### config.mk
export PLATFORM = sky130hd
export DESIGN_NAME = pipelined_control_unit
export DESIGN_NICKNAME = d
export VERILOG_FILES = /design/src/rtl/pipelined_control_unit.sv
export SDC_FILE = /design/constraint.sdc
export NUM_CORES = 1
export LEC_CHECK = 0
export ABC_AREA = 1
export BUFFER_PORTS_ARGS = -buffer_cell sky130_fd_sc_hd__buf_2
export CORE_MARGIN = 4
export CORE_UTILIZATION = 38
export DETAILED_ROUTE_END_ITERATION = 8
export MAX_ROUTING_LAYER = met4
export SYNTH_ARGS = -nofsm -noshare
export SYNTH_HDL_FRONTEND = slang
export SYNTH_SLANG_ARGS = --single-unit
### constraint.sdc
create_clock -name clk -period 1.5 [get_ports clk]
set_input_delay 0.3 -clock clk [delete_from_list [all_inputs] [get_ports clk]]
set_output_delay 0.3 -clock clk [all_outputs]
set_load 0.1 [all_outputs]
### src/rtl/pipelined_control_unit.sv
// Registered RV32I main decoder: decodes in Decode, carries controls through ID/EX, EX/MEM, MEM/WB.
// Optional macro ILLEGAL_TRAP_EN turns unknown opcodes into flagged bubbles instead of legacy R-type decode.
module pipelined_control_unit #(
    parameter int OPCODE_WIDTH    = 7,
    parameter int IMM_SRC_WIDTH   = 3,
    parameter int RESULTSRC_WIDTH = 2,
    parameter int ALU_OP_WIDTH    = 2,
    parameter int CNT_WIDTH       = 32
) (
    input  logic                       clk,
    input  logic                       rst_n,
    input  logic [OPCODE_WIDTH-1:0]    opcode,
    input  logic                       ValidD,
    input  logic                       StallE,
    input  logic                       FlushE,
    output logic [IMM_SRC_WIDTH-1:0]   ImmSrcD,
    output logic                       RegWriteE,
    output logic                       MemWriteE,
    output logic                       BranchE,
    output logic                       JumpE,
    output logic                       JalrE,
    output logic                       ALUSrcE,
    output logic [1:0]                 ALUSrcAE,
    output logic [ALU_OP_WIDTH-1:0]    ALUOpE,
    output logic [RESULTSRC_WIDTH-1:0] ResultSrcE,
    output logic                       RegWriteM,
    output logic                       MemWriteM,
    output logic [RESULTSRC_WIDTH-1:0] ResultSrcM,
    output logic                       RegWriteW,
    output logic [RESULTSRC_WIDTH-1:0] ResultSrcW,
    output logic                       IllegalE,
    output logic [CNT_WIDTH-1:0]       instret
);

    localparam logic [OPCODE_WIDTH-1:0] OP_R      = OPCODE_WIDTH'(7'b0110011);
    localparam logic [OPCODE_WIDTH-1:0] OP_I_ALU  = OPCODE_WIDTH'(7'b0010011);
    localparam logic [OPCODE_WIDTH-1:0] OP_LOAD   = OPCODE_WIDTH'(7'b0000011);
    localparam logic [OPCODE_WIDTH-1:0] OP_STORE  = OPCODE_WIDTH'(7'b0100011);
    localparam logic [OPCODE_WIDTH-1:0] OP_BRANCH = OPCODE_WIDTH'(7'b1100011);
    localparam logic [OPCODE_WIDTH-1:0] OP_JAL    = OPCODE_WIDTH'(7'b1101111);
    localparam logic [OPCODE_WIDTH-1:0] OP_JALR   = OPCODE_WIDTH'(7'b1100111);
    localparam logic [OPCODE_WIDTH-1:0] OP_LUI    = OPCODE_WIDTH'(7'b0110111);
    localparam logic [OPCODE_WIDTH-1:0] OP_AUIPC  = OPCODE_WIDTH'(7'b0010111);

    typedef struct packed {
        logic                       reg_write;
        logic                       mem_write;
        logic                       branch;
        logic                       jump;
        logic                       jalr;
        logic                       alu_src;
        logic [1:0]                 alu_src_a;
        logic [ALU_OP_WIDTH-1:0]    alu_op;
        logic [RESULTSRC_WIDTH-1:0] result_src;
        logic                       illegal;
    } ex_ctrl_t;

    typedef struct packed {
        logic                       reg_write;
        logic                       mem_write;
        logic [RESULTSRC_WIDTH-1:0] result_src;
        logic                       illegal;
    } mem_ctrl_t;

    typedef struct packed {
        logic                       reg_write;
        logic [RESULTSRC_WIDTH-1:0] result_src;
        logic                       illegal;
    } wb_ctrl_t;

    ex_ctrl_t                 dec;
    ex_ctrl_t                 ctrl_d;
    logic [IMM_SRC_WIDTH-1:0] imm_src;

    ex_ctrl_t  ctrl_e;
    logic      valid_e;
    mem_ctrl_t ctrl_m;
    logic      valid_m;
    wb_ctrl_t  ctrl_w;
    logic      valid_w;

    // ------------------------------------------------------------------
    // Decode: opcode -> control bundle and immediate select
    // ------------------------------------------------------------------
    always_comb begin
        // NOTE: every field gets a default first so no path leaves one unassigned (no latch).
        dec     = '0;
        imm_src = '0;
        case (opcode)
            OP_R: begin
                dec.reg_write = 1'b1;
                dec.alu_op    = ALU_OP_WIDTH'(2'b10);
            end
            OP_I_ALU: begin
                dec.reg_write = 1'b1;
                dec.alu_src   = 1'b1;
                dec.alu_op    = ALU_OP_WIDTH'(2'b01);
            end
            OP_LOAD: begin
                dec.reg_write  = 1'b1;
                dec.alu_src    = 1'b1;
                dec.result_src = RESULTSRC_WIDTH'(2'b01);
            end
            OP_STORE: begin
                imm_src       = IMM_SRC_WIDTH'(3'b001);
                dec.alu_src   = 1'b1;
                dec.mem_write = 1'b1;
            end
            OP_BRANCH: begin
                imm_src    = IMM_SRC_WIDTH'(3'b010);
                dec.branch = 1'b1;
                dec.alu_op = ALU_OP_WIDTH'(2'b11);
            end
            OP_JAL: begin
                imm_src        = IMM_SRC_WIDTH'(3'b011);
                dec.reg_write  = 1'b1;
                dec.result_src = RESULTSRC_WIDTH'(2'b10);
                dec.jump       = 1'b1;
            end
            OP_JALR: begin
                dec.reg_write  = 1'b1;
                dec.alu_src    = 1'b1;
                dec.result_src = RESULTSRC_WIDTH'(2'b10);
                dec.jump       = 1'b1;
                dec.jalr       = 1'b1;
            end
            OP_LUI: begin
                imm_src       = IMM_SRC_WIDTH'(3'b100);
                dec.reg_write = 1'b1;
                dec.alu_src   = 1'b1;
                dec.alu_src_a = 2'b10;
            end
            OP_AUIPC: begin
                imm_src       = IMM_SRC_WIDTH'(3'b100);
                dec.reg_write = 1'b1;
                dec.alu_src   = 1'b1;
                dec.alu_src_a = 2'b01;
            end
            default: begin
`ifdef ILLEGAL_TRAP_EN
                // Bubble bundle that still travels as a valid (but uncounted) instruction.
                dec.illegal = 1'b1;
`else
                dec.reg_write = 1'b1;
                dec.alu_op    = ALU_OP_WIDTH'(2'b10);
`endif
            end
        endcase
    end

    assign ImmSrcD = imm_src;
    assign ctrl_d  = ValidD ? dec : '0;

    // ------------------------------------------------------------------
    // ID/EX: FlushE beats StallE beats load
    // ------------------------------------------------------------------
    always_ff @(posedge clk or negedge rst_n) begin
        // NOTE: sequential state uses non-blocking assignment so all stages sample pre-edge values.
        if (!rst_n) begin
            ctrl_e  <= '0;
            valid_e <= 1'b0;
        end else if (FlushE) begin
            ctrl_e  <= '0;
            valid_e <= 1'b0;
        end else if (!StallE) begin
            ctrl_e  <= ctrl_d;
            valid_e <= ValidD;
        end
    end

    // ------------------------------------------------------------------
    // EX/MEM and MEM/WB: free-running, never stalled
    // ------------------------------------------------------------------
    always_ff @(posedge clk or negedge rst_n) begin
        if (!rst_n) begin
            ctrl_m  <= '0;
            valid_m <= 1'b0;
        end else begin
            ctrl_m.reg_write  <= ctrl_e.reg_write;
            ctrl_m.mem_write  <= ctrl_e.mem_write;
            ctrl_m.result_src <= ctrl_e.result_src;
            ctrl_m.illegal    <= ctrl_e.illegal;
            valid_m           <= valid_e;
        end
    end

    always_ff @(posedge clk or negedge rst_n) begin
        if (!rst_n) begin
            ctrl_w  <= '0;
            valid_w <= 1'b0;
        end else begin
            ctrl_w.reg_write  <= ctrl_m.reg_write;
            ctrl_w.result_src <= ctrl_m.result_src;
            ctrl_w.illegal    <= ctrl_m.illegal;
            valid_w           <= valid_m;
        end
    end

    // Retirement counter: one count per valid, legal instruction leaving Writeback.
    always_ff @(posedge clk or negedge rst_n) begin
        if (!rst_n) begin
            instret <= '0;
        end else if (valid_w && !ctrl_w.illegal) begin
            instret <= instret + CNT_WIDTH'(1);
        end
    end

    assign RegWriteE  = ctrl_e.reg_write;
    assign MemWriteE  = ctrl_e.mem_write;
    assign BranchE    = ctrl_e.branch;
    assign JumpE      = ctrl_e.jump;
    assign JalrE      = ctrl_e.jalr;
    assign ALUSrcE    = ctrl_e.alu_src;
    assign ALUSrcAE   = ctrl_e.alu_src_a;
    assign ALUOpE     = ctrl_e.alu_op;
    assign ResultSrcE = ctrl_e.result_src;

    assign RegWriteM  = ctrl_m.reg_write;
    assign MemWriteM  = ctrl_m.mem_write;
    assign ResultSrcM = ctrl_m.result_src;

    assign RegWriteW  = ctrl_w.reg_write;
    assign ResultSrcW = ctrl_w.result_src;

`ifdef ILLEGAL_TRAP_EN
    assign IllegalE = ctrl_e.illegal;
`else
    assign IllegalE = 1'b0;
`endif

endmodule

==> Yosys cells after proc, flatten, opt, wreduce, memory -nomap -nowiden <==
Cells that the tools add are included.
{ "word_totals": {"reg_bits": 57, "in_bits": 12, "out_inout_bits": 55, "wordCells": 53} }
{ "classes": {"add_sub_neg": 1, "n_eq_ne": 9, "muxes": 15, "n_reduce_logical": 7} }
{ "ops": {"columns": ["operator", "count"], "rows": [
  ["2-to-1 mux 13 bit", 3],
  ["adder 32 x 1 -> 32 bit, second input constant", 1],
  ["== test 7 bit, second input constant", 3],
  ["== test 7 x 5 -> 1 bit, second input constant", 2],
  ["== test 7 x 6 -> 1 bit, second input constant", 2],
  ["one-hot mux 3 bit (4 select lines)", 1],
  ["OR reduction 6 bit", 2],
  ["2-to-1 mux 1 bit", 8],
  ["one-hot mux 2 bit (2 select lines)", 2],
  ["== test 7 x 2 -> 1 bit, second input constant", 1],
  ["one-hot mux 2 bit (3 select lines)", 1],
  ["OR reduction 2 bit", 3],
  ["!= test 2 x 1 -> 1 bit, second input constant", 1],
  ["logical AND 1 bit", 1],
  ["zero test 1 bit", 1]
]} }

==> Depth between registers and ports, before layout <==
{ "depth": {"ltp_word": 6, "ltp_mapped": 9, "mapped_depth_nobuf": 9} }

==> Least setup slack after synthesis <==
No wires, ideal clock.
{ "synth_path": {"path_kind": "input port to output port", "start": "input port opcode[3]", "end": "output port ImmSrcD[1]", "arrival_ns": 2.851, "required_time_ns": 1.200, "path_slack_ns": -1.651, "stages": 5, "path_buffers": 0, "cell_sequence": "inv_1 nand2_1 nor2_1 inv_1 o21ai_0"} }
{ "synth_between": {"elab_chain_cells": 3, "elab_cells_between_ends": 7, "cone_classes": "eq/ne (5); mux (1); reduce/logical (1)"} }
{ "synth_rtl": {"columns": ["element", "line", "source"], "rows": [
  ["start, declared", "12", "input logic [OPCODE_WIDTH-1:0] opcode,"],
  ["== test 7 x 5 -> 1 bit / == test 7 x 6 -> 1 bit (equally long branches)", "89", "case (opcode)"],
  ["OR reduction 2 bit (no line)", null, null],
  ["one-hot mux 3 bit (4 select lines) (*)", "89", null],
  ["end, declared", "16", "output logic [IMM_SRC_WIDTH-1:0] ImmSrcD,"]
]} }
Mark *: on every way between the ends. The rest lies on a longest branch, timed or not.

==> Final worst setup path <==
{ "layout_path": {"start": "input port opcode[5]", "end": "output port ImmSrcD[1]"} }
Same word-level chain as after synthesis.

==> results.ini <==
[run_status]
status = complete, no violations

[sta]
hold_violations = 0
min_period_ns = 1.50
worst_slack_ns = 0.00180
setup_viol = 0
clock.fmax_ghz = 0.667
timing.final.max_slew_violations = 0
fin_crit_sh = 0.999
fin_skew_ns = 0.00664
final.setup.tns_ns = 0

[routing]
postRouteAntennaNets = 0
firstDrtPassIters = 4
post-route-drc-count = 0
wl_per_cell_um = 12.4
drt-initial-drc-count = 68
drt-vias-per-instance = 4.72
wirelength_mm = 5.84
vias = 2217

[synth]
ys_seq_elements = 53
synth_edf_count = 0
syn_nets = 318
ys.flop_type = dfrtp_1
yosys.cell_types.count = 24
syn-cell-area_mm2 = 0.00257
seq_area_frac_synth = 0.516
synthArstFlopShare = 1.00
yosys_warnings = 0
avgSynthCellArea_um2 = 8.43
syn-instance-count = 305

[critical_path]
critPathMaxFanout = 6
required_ns = 1.20
arrival_ns = 1.20
startpoint_type = input pin
crit_path_end_kind = output pin
crit_type = in2out

[clock_network]
numCtsBuffers = 5
clockRootBuffer = clkbuf_8
clock_latency_ns = 0.31
cts_sinks = 53
htree_levels = 2
clk_path_buf_depth = 2
clk_transition_reported_paths_ns = 0.09
cts_tree = done

[power]
p_per_area_mw_per_mm2 = 1000
p_leak_uw = 0.00179
peakVddDrop_v = 0.000377

[global_routing]
grt_overflow = 0
grtUsageMet2 = 0.246
grt_pass1_vias = 2132
grt_max_degree = 54
grt-busiest-layer = met2
grt_usage = 0.156
antenna_found_initial = 0
grt_pass1_wl_mm = 10.2
use_met3 = 0.0317
use_met1 = 0.202

[layout]
final_common_cell = nand2_1
stdcell_count = 470
post-route-util = 0.559
final_layout_size_suffix_gt1_frac = 0.407
final_area_mm2 = 0.00361
diodes = 0
nNetsFinal = 405
final_cell_mix = nand2_1, inv_1, buf_2
areaGrowthSynthToFinish_pct = 40.6

[die]
die_h_um = 90.2
rows = 29
core-area_mm2 = 0.00646
initial_core_util = 0.398
design.die.area_mm2 = 0.00814
ioPinCount = 67
die-width_um = 90.2

[place]
portBuffers = 65
dp_slack_ns = -0.0596
gp_congestion = 0.936
placed_cells = 457
hpwl_mm = 4.39
dpl_cell_area_mm2 = 0.00335

[hold_path]
hold_path_class = in2reg

[run]
maxCapViolCount = 0

registers in the layout, summed over array words and instances, names as in the netlist, 2 cells and up:
register and count:
ALUOpE 2, ResultSrcM 2, ALUSrcAE 2, instret 32
ResultSrcE 2, ResultSrcW 2
where the power goes:
part | internal (uW) | switching [uW] | leakage [uW]
Combinational | 358 | 741 | 0.00107
Clock | 418 | 467 | 0.0000542
Sequential | 1540 | 106 | 0.000669
Total | 2320 | 1310 | 0.00179
layer usage:
metal	vias up	wire, um
met4	0	81
met3	7	254
met1	1035	2670
met2	51	2840
li1	1124	-
met5	-	0
synth_stat cells (2+ instances only):
library cell | count | share of area
nand2_1 | 94 | 0.14
dfrtp_1 | 53 | 0.52
inv_1 | 40 | 0.058
nor2_1 | 27 | 0.039
nand3_1 | 21 | 0.041
nand4_1 | 11 | 0.027
xnor2_1 | 10 | 0.034
o21ai_0 | 9 | 0.018
xor2_1 | 9 | 0.031
nand3b_1 | 5 | 0.015
nor2_4 | 5 | 0.022
nor2_2 | 4 | 0.0097
nor3_1 | 4 | 0.0078
buf_4 | 2 | 0.0058
nand3_2 | 2 | 0.0078
final timing paths:
path / startpoint / endpoint / slack (ns) / cells past startpoint
max: opcode[5] / ImmSrcD[1] / 0.002 / 7
min: FlushE / RegWriteE$_DFFE_PN0P_ / 0.32 / 4
max reg2reg: instret[0]$_DFFE_PN0P_ / instret[28]$_DFFE_PN0P_ / 0.11 / 8
min reg2reg: valid_m$_DFF_PN0_ / valid_w$_DFF_PN0_ / 0.36 / 0
max in group asynchronous: rst_n / instret[12]$_DFFE_PN0P_ / 0.70 / 3
min in group asynchronous: rst_n / ALUOpE[0]$_DFFE_PN0P_ / 0.52 / 3
critical path, stage by stage:
cell and delay [ns]:
buf_4 0.12, nand2_2 0.08, nor2_4 0.13, nand4_1 0.14, buf_6 0.17, o21ai_4 0.06, buf_12 0.19
metrics by stage:
stage	power (uW)	hold WS [ns]
after floorplan	2380	0.00441
after global placement	2730	0.316
after detailed placement	2750	0.320
after CTS	3640	0.315
after global routing	3810	0.346
final	3630	0.320
logic make-up (layout without fill, tap and decap cells):
| group | after synthesis | in the layout | share of synthesized area |
|---|---|---|---|
| simple gates | 176 | 176 | 0.319 |
| compound gates | 11 | 11 | 0.0234 |
| mux | 1 | 1 | 0.00438 |
| buf+inv | 43 | 131 | 0.0657 |
| xor+xnor | 19 | 19 | 0.0648 |
| flops | 53 | 53 | 0.516 |
| other cells | 1 | 1 | 0.00146 |
| fa+ha+maj | 1 | 1 | 0.00487 |
timing repair:
item | CTS | global route
pin swaps | 0 | 7
gates resized for setup | 8 | 38
hold buffers | 1 | 0
endpoints found under the setup margin | 7 | 33
buffers inserted | 0 | 4
gates cloned | 0 | 0
hold endpoints to repair | 53 | 0
final cells by class:
| cell class | count | area (um^2) |
|---|---|---|
| clock buffers | 7 | 96.3 |
| well taps | 77 | 96.3 |
| repair buffers | 83 | 654 |
| multi-input cells | 209 | 1190 |
| clock inverters | 1 | 5.00 |
| flip-flops and latches | 53 | 1420 |
| fillers | 615 | 2850 |
| inverters | 40 | 150 |
Note: power is estimated with default switching activity, not from simulation.
